--- src/rtl/processor_core_top.sv ---
// Single-cycle ARM data-processing core: decode, 16x32 register file,
// immediate-amount barrel shifter, ALU and NZCV flags with one-cycle writeback.
module processor_core_top (
    input  logic        clk,
    input  logic        rst_n,
    input  logic [31:0] if_instr,
    input  logic        if_instr_valid,
    input  logic        ext_wr_valid,
    input  logic [3:0]  ext_wr_addr,
    input  logic [31:0] ext_wr_data,
    output logic [31:0] result,
    output logic        result_valid,
    output logic [3:0]  flags
);
    localparam logic [3:0] OP_AND = 4'h0, OP_EOR = 4'h1, OP_SUB = 4'h2, OP_RSB = 4'h3;
    localparam logic [3:0] OP_ADD = 4'h4, OP_ADC = 4'h5, OP_SBC = 4'h6, OP_RSC = 4'h7;
    localparam logic [3:0] OP_TST = 4'h8, OP_TEQ = 4'h9, OP_CMP = 4'hA, OP_CMN = 4'hB;
    localparam logic [3:0] OP_ORR = 4'hC, OP_MOV = 4'hD, OP_BIC = 4'hE, OP_MVN = 4'hF;

    logic [31:0] r_regs [16];
    logic [3:0]  r_flags;
    logic [31:0] r_result;
    logic        r_result_valid;

    logic [3:0]  w_cond, w_opcode, w_rn_idx, w_rd_idx, w_rm_idx;
    logic [2:0]  w_class;
    logic [4:0]  w_shamt, w_lsl_idx, w_rgt_idx;
    logic [1:0]  w_shtype;
    logic        w_s, w_bit4;
    logic [31:0] w_rn, w_rm;
    logic        w_n, w_z, w_c, w_v;

    assign w_cond    = if_instr[31:28];
    assign w_class   = if_instr[27:25];
    assign w_opcode  = if_instr[24:21];
    assign w_s       = if_instr[20];
    assign w_rn_idx  = if_instr[19:16];
    assign w_rd_idx  = if_instr[15:12];
    assign w_shamt   = if_instr[11:7];
    assign w_shtype  = if_instr[6:5];
    assign w_bit4    = if_instr[4];
    assign w_rm_idx  = if_instr[3:0];
    assign w_rn      = r_regs[w_rn_idx];
    assign w_rm      = r_regs[w_rm_idx];
    assign {w_n, w_z, w_c, w_v} = r_flags;

    logic w_cond_pass;
    always_comb begin
        w_cond_pass = 1'b0;
        case (w_cond)
            4'h0: w_cond_pass = w_z;
            4'h1: w_cond_pass = !w_z;
            4'h2: w_cond_pass = w_c;
            4'h3: w_cond_pass = !w_c;
            4'h4: w_cond_pass = w_n;
            4'h5: w_cond_pass = !w_n;
            4'h6: w_cond_pass = w_v;
            4'h7: w_cond_pass = !w_v;
            4'h8: w_cond_pass = w_c && !w_z;
            4'h9: w_cond_pass = !w_c || w_z;
            4'hA: w_cond_pass = (w_n == w_v);
            4'hB: w_cond_pass = (w_n != w_v);
            4'hC: w_cond_pass = !w_z && (w_n == w_v);
            4'hD: w_cond_pass = w_z || (w_n != w_v);
            4'hE: w_cond_pass = 1'b1;
            default: w_cond_pass = 1'b0;
        endcase
    end

    // LSL's last bit out is rm[32-n]; right shifts/rotates lose rm[n-1].
    assign w_lsl_idx = 5'd0 - w_shamt;
    assign w_rgt_idx = w_shamt - 5'd1;

    logic [63:0] w_ror_wide;
    logic [31:0] w_op2;
    logic        w_sh_c;
    assign w_ror_wide = {w_rm, w_rm} >> w_shamt;

    always_comb begin
        w_op2  = w_rm;
        w_sh_c = w_c;
        case (w_shtype)
            2'b00: if (w_shamt != 5'd0) begin
                w_op2  = w_rm << w_shamt;
                w_sh_c = w_rm[w_lsl_idx];
            end
            2'b01: if (w_shamt == 5'd0) begin
                w_op2  = 32'd0;
                w_sh_c = w_rm[31];
            end else begin
                w_op2  = w_rm >> w_shamt;
                w_sh_c = w_rm[w_rgt_idx];
            end
            2'b10: if (w_shamt == 5'd0) begin
                w_op2  = {32{w_rm[31]}};
                w_sh_c = w_rm[31];
            end else begin
                w_op2  = $unsigned($signed(w_rm) >>> w_shamt);
                w_sh_c = w_rm[w_rgt_idx];
            end
            default: if (w_shamt == 5'd0) begin
                w_op2  = {w_c, w_rm[31:1]};
                w_sh_c = w_rm[0];
            end else begin
                w_op2  = w_ror_wide[31:0];
                w_sh_c = w_rm[w_rgt_idx];
            end
        endcase
    end

    // Every arithmetic op is one adder: subtraction feeds ~operand with carry-in.
    logic [31:0] w_a, w_b, w_logic_res, w_alu;
    logic        w_cin, w_arith, w_add_v;
    logic [32:0] w_sum;

    always_comb begin
        w_a         = w_rn;
        w_b         = w_op2;
        w_cin       = 1'b0;
        w_arith     = 1'b0;
        w_logic_res = 32'd0;
        case (w_opcode)
            OP_AND, OP_TST: w_logic_res = w_rn & w_op2;
            OP_EOR, OP_TEQ: w_logic_res = w_rn ^ w_op2;
            OP_SUB, OP_CMP: begin w_b = ~w_op2; w_cin = 1'b1; w_arith = 1'b1; end
            OP_RSB:         begin w_a = w_op2; w_b = ~w_rn; w_cin = 1'b1; w_arith = 1'b1; end
            OP_ADD, OP_CMN: w_arith = 1'b1;
            OP_ADC:         begin w_cin = w_c; w_arith = 1'b1; end
            OP_SBC:         begin w_b = ~w_op2; w_cin = w_c; w_arith = 1'b1; end
            OP_RSC:         begin w_a = w_op2; w_b = ~w_rn; w_cin = w_c; w_arith = 1'b1; end
            OP_ORR:         w_logic_res = w_rn | w_op2;
            OP_MOV:         w_logic_res = w_op2;
            OP_BIC:         w_logic_res = w_rn & ~w_op2;
            default:        w_logic_res = ~w_op2;
        endcase
    end

    assign w_sum   = {1'b0, w_a} + {1'b0, w_b} + {32'd0, w_cin};
    assign w_alu   = w_arith ? w_sum[31:0] : w_logic_res;
    assign w_add_v = (w_a[31] == w_b[31]) && (w_sum[31] != w_a[31]);

    logic w_is_cmp, w_exec, w_wb;
    assign w_is_cmp = (w_opcode[3:2] == 2'b10);
    assign w_exec   = if_instr_valid && (w_class == 3'b000) && !w_bit4 && w_cond_pass
                      && (!w_is_cmp || w_s);
    assign w_wb     = w_exec && !w_is_cmp;

    // The external write is applied last so it wins a same-index collision.
    always_ff @(posedge clk or negedge rst_n) begin
        if (!rst_n) begin
            for (int i = 0; i < 16; i++) r_regs[i] <= 32'd0;
        end else begin
            if (w_wb) r_regs[w_rd_idx] <= w_alu;
            if (ext_wr_valid) r_regs[ext_wr_addr] <= ext_wr_data;
        end
    end

    always_ff @(posedge clk or negedge rst_n) begin
        if (!rst_n) begin
            r_flags        <= 4'b0000;
            r_result       <= 32'd0;
            r_result_valid <= 1'b0;
        end else begin
            r_result_valid <= w_exec;
            if (w_exec) r_result <= w_alu;
            if (w_exec && w_s) begin
                r_flags[3] <= w_alu[31];
                r_flags[2] <= (w_alu == 32'd0);
                r_flags[1] <= w_arith ? w_sum[32] : w_sh_c;
                r_flags[0] <= w_arith ? w_add_v : w_v;
            end
        end
    end

    assign result       = r_result;
    assign result_valid = r_result_valid;
    assign flags        = r_flags;
endmodule

--- config.mk ---
export PLATFORM = sky130hd
export DESIGN_NAME = processor_core_top
export DESIGN_NICKNAME = d
export VERILOG_FILES = /design/src/rtl/processor_core_top.sv
export SDC_FILE = /design/constraint.sdc
export NUM_CORES = 2
export LEC_CHECK = 0
export CAP_MARGIN = 20
export CORE_MARGIN = 10
export CORE_UTILIZATION = 54
export CTS_BUF_LIST = sky130_fd_sc_hd__clkbuf_16
export DETAILED_ROUTE_END_ITERATION = 6
export PLACE_DENSITY = 0.74
export SLEW_MARGIN = 20
export SYNTH_ARGS = -nofsm -noshare
export SYNTH_HDL_FRONTEND = slang
export SYNTH_SLANG_ARGS = --single-unit
--- constraint.sdc ---
create_clock -name clk -period 8.04 [get_ports clk]
set_input_delay 0.804 -clock clk [delete_from_list [all_inputs] [get_ports clk]]
set_output_delay 0.804 -clock clk [all_outputs]
set_load 0.02 [all_outputs]
==> impl_metrics.json <==
{
  "cpMostUsedCell": "buf_4",
  "syn_inst": 5261,
  "p_sw_share_pct": 43.34,
  "max_freq_mhz": 127.3,
  "max_slew_margin_pct": 16.30,
  "synth.distinct_cells": 104,
  "port_buffers": 108,
  "cp.arrival_ns": 8.40,
  "finalCritPeriodShare_pct": 97.70,
  "grt_first_pass_wirelength_um": 362000,
  "layout-drive-gt1-share_pct": 23.57,
  "dp_cells": 6789,
  "synth_fp_nets": 5404,
  "layout.nets": 5851,
  "power_density_mw_per_mm2": 237.8,
  "first_pass_iters": 7,
  "cts_tree": "yes",
  "hold_viol_final": 0,
  "max_stage_delay_ns": 0.60,
  "ys.flop_type": "dfrtp_1",
  "skew_ns": 0.04266,
  "cp_slowest_cell": "mux4_2",
  "start_util_pct": 54.61,
  "grt_remaining_overflow": 0,
  "routed_wirelength_um": 254900,
  "dieWidth_um": 313.9,
  "multi_input_area_mm2": 0.03096,
  "critical_path_class": "input port to register",
  "regArea_mm2": 0.01374,
  "yosysMostFrequentCell": "nand2_1",
  "drc": 0,
  "cts.reportedPaths.clkPinSlew_ns": 0.06,
  "vias": 52230,
  "cts.sinks": 549,
  "synth_top_area_cell": "dfrtp_1",
  "cp.required_ns": 8.59,
  "drt_iter0_drc": 9836,
  "grt_pass1_vias": 50100,
  "maxSlewViolCount": 0,
  "status": "finished, final reports clean",
  "p_sw_mw": 5.746,
  "startpoint": "if_instr[1]",
  "ios": 109,
  "ys_seq_elements": 549,
  "grt_usage_pct": 50.31,
  "antenna_found_initial": 14,
  "htreeDepth": 2,
  "gp_congestion": 1.174,
  "die_area_mm2": 0.09854,
  "synth.avg_cell_area_um2": 8.866,
  "maxCapViolations": 0,
  "r2r_start": "r_regs[97]$_DFF_PN0_",
  "rsz0062_at_grt": "false",
  "fp.dieH_um": 313.9,
  "grt_max_degree": 162,
  "final_core_util_pct": 65.27,
  "ant_nets": 0,
  "critPathLaunchType": "input port",
  "worst_slew_pin_slew_ns": 1.253,
  "rows": 107,
  "holdCritPathClass": "input port to async pin",
  "synth_edf_count": 0,
  "power.total_mw": 13.26,
  "ys_seq_area_share_pct": 29.45,
  "power_frac_seq_pct": 30.3,
  "root_buffer": "clkbuf_16",
  "netlist.area_leader.share_pct": 29.45,
  "dp_hpwl_um": 184000,
  "yosys_warnings": 0,
  "clk_latency_ns": 0.66,
  "fin_setup_tns_ns": 0,
  "synth_commonest_cells": "nand2_1 (837), o21ai_0 (758), mux2i_1 (632)",
  "fin_cells": 6906,
  "max-vdd-ir-drop_uv": 271.0,
  "netlist_top_cells_area": "dfrtp_1 (29%), mux2i_1 (14%), mux4_2 (13%)",
  "wl_per_cell_um": 36.91,
  "power_frac_comb_pct": 49.2,
  "p_int_mw": 7.511,
  "power_leakage_nw": 22.28,
  "setup_violations": 0,
  "vias_per_cell": 7.563,
  "cp-end-kind": "register",
  "synth_area_mm2": 0.04664,
  "syn_to_final_growth_pct": 19.51,
  "cts_buffers": 57,
  "fillers": 6829,
  "core-area_mm2": 0.08541,
  "worstPathMaxFanout": 19,
  "clkPwrFrac_pct": 20.5,
  "fin_crit_ns": 7.855,
  "cts_buffer_depth": 3,
  "ys_async_sr_fraction_pct": 100.0
}
==> worst max-delay path, delay by kind of cell <==
| family | cells | cell delay (ns) |
|---|---|---|
| adders and majority gates | 1 | 0.35 |
| buffers and inverters | 9 | 2.09 |
| AOI/OAI and AO/OA | 14 | 3.27 |
| muxes | 6 | 1.70 |
| and+or+nand+nor | 2 | 0.14 |
==> final timing paths <==
| kind | to | slack, ns | cells past startpoint |
|---|---|---|---|
| max | r_regs[63]$_DFF_PN0_ | 0.19 | 32 |
| min | result[1]$_DFFE_PN0P_ | 0.19 | 1 |
| max reg2reg | r_regs[506]$_DFF_PN0_ | 0.49 | 25 |
| min reg2reg | result[5]$_DFFE_PN0P_ | 0.51 | 1 |
| max in group asynchronous | r_regs[452]$_DFF_PN0_ | 6.28 | 2 |
| min in group clk | result[5]$_DFFE_PN0P_ | 0.51 | 1 |
==> cells in the final DEF (no fill, tap or decap), types with 25 or more instances in the layout <==
cell,netlist,routed
nor3_1,79,72
a31oi_1,29,27
a22o_1,28,28
mux2_2,65,65
nand2b_1,32,32
a21o_1,33,33
a22oi_1,55,53
and2_1,32,32
o221ai_1,25,25
nand3_1,78,78
inv_1,68,83
or2_2,27,27
nor2_1,273,247
a21oi_1,223,221
o21ai_0,758,754
ha_1,69,69
buf_4,9,744
buf_12,1,39
clkdlybuf4s50_1,0,95
clkbuf_16,0,59
mux2i_1,632,617
nor2b_1,28,26
nor2_4,1,25
o211ai_1,51,51
o22ai_1,60,59
mux4_2,275,275
dfrtp_1,549,549
a211oi_1,45,42
nand2_1,837,836
a221oi_1,39,37
==> what timing repair did <==
action,4_1_cts,5_1_grt
setup buffers,0,2
endpoints found under the setup margin,0,157
gates resized for setup,0,32
hold buffers,0,0
==> flip-flops by register name, indices dropped and copies added (netlist names) <==
signal	flops
result	32
flags	4
result_valid	1
r_regs	512
==> area by class of cell <==
type | count | share of cell area (%)
multi-input cells | 4131 | 55.54
clock inverters | 46 | 0.6621
flip-flops and latches | 549 | 24.64
well taps | 1144 | 2.568
repair buffers | 892 | 13.38
inverters | 77 | 0.5185
clock buffers | 59 | 2.648
diodes | 8 | 0.03591
==> kinds of logic (layout without fill, tap and decap cells) <==
| family | after synthesis | in the layout | share of synthesized area, % |
|---|---|---|---|
| flip-flops | 549 | 549 | 29.45 |
| adder cells (fa/ha/maj) | 71 | 71 | 1.937 |
| buffers and inverters | 581 | 1074 | 5.078 |
| multiplexers | 978 | 978 | 28.62 |
| other | 0 | 8 | 0 |
| XOR/XNOR | 26 | 26 | 0.4882 |
| AND/OR/NAND/NOR | 1487 | 1487 | 13.78 |
| AO/OA/AOI/OAI | 1569 | 1569 | 20.65 |
==> power by group through the flow <==
| stage | logic, mW | registers [mW] | clock network, mW |
|---|---|---|---|
| 2_1_floorplan | 3.17 | 3.81 | 0 |
| 3_3_place_gp | 6.00 | 3.94 | 0 |
| 3_5_place_dp | 6.10 | 3.98 | 0 |
| 4_1_cts | 6.14 | 3.95 | 2.68 |
| 5_1_grt | 6.72 | 4.04 | 2.78 |
| 6_report | 6.52 | 4.02 | 2.71 |
==> metal layers <==
| metal | share of wire [%] | GRT usage [%] |
|---|---|---|
| met2 | 40 | 70.38 |
| met1 | 33 | 59.10 |
| met5 | 0.026 | 0.2469 |
| met3 | 17 | 22.97 |
| met4 | 11 | 39.90 |
==> stage by stage <==
stage                     hold slack [ns]  instance area [um2]  setup slack, ns
final                              0.1871                55750           0.1851
after CTS                          0.2206                55550           0.2023
after floorplan                    0.5084                46650          0.04419
after global placement             0.4893                53700          -0.3114
after global routing               0.2398                55730          0.01356
after detailed placement           0.4955                53700          -0.4305
(Power assumes the default switching activity.)
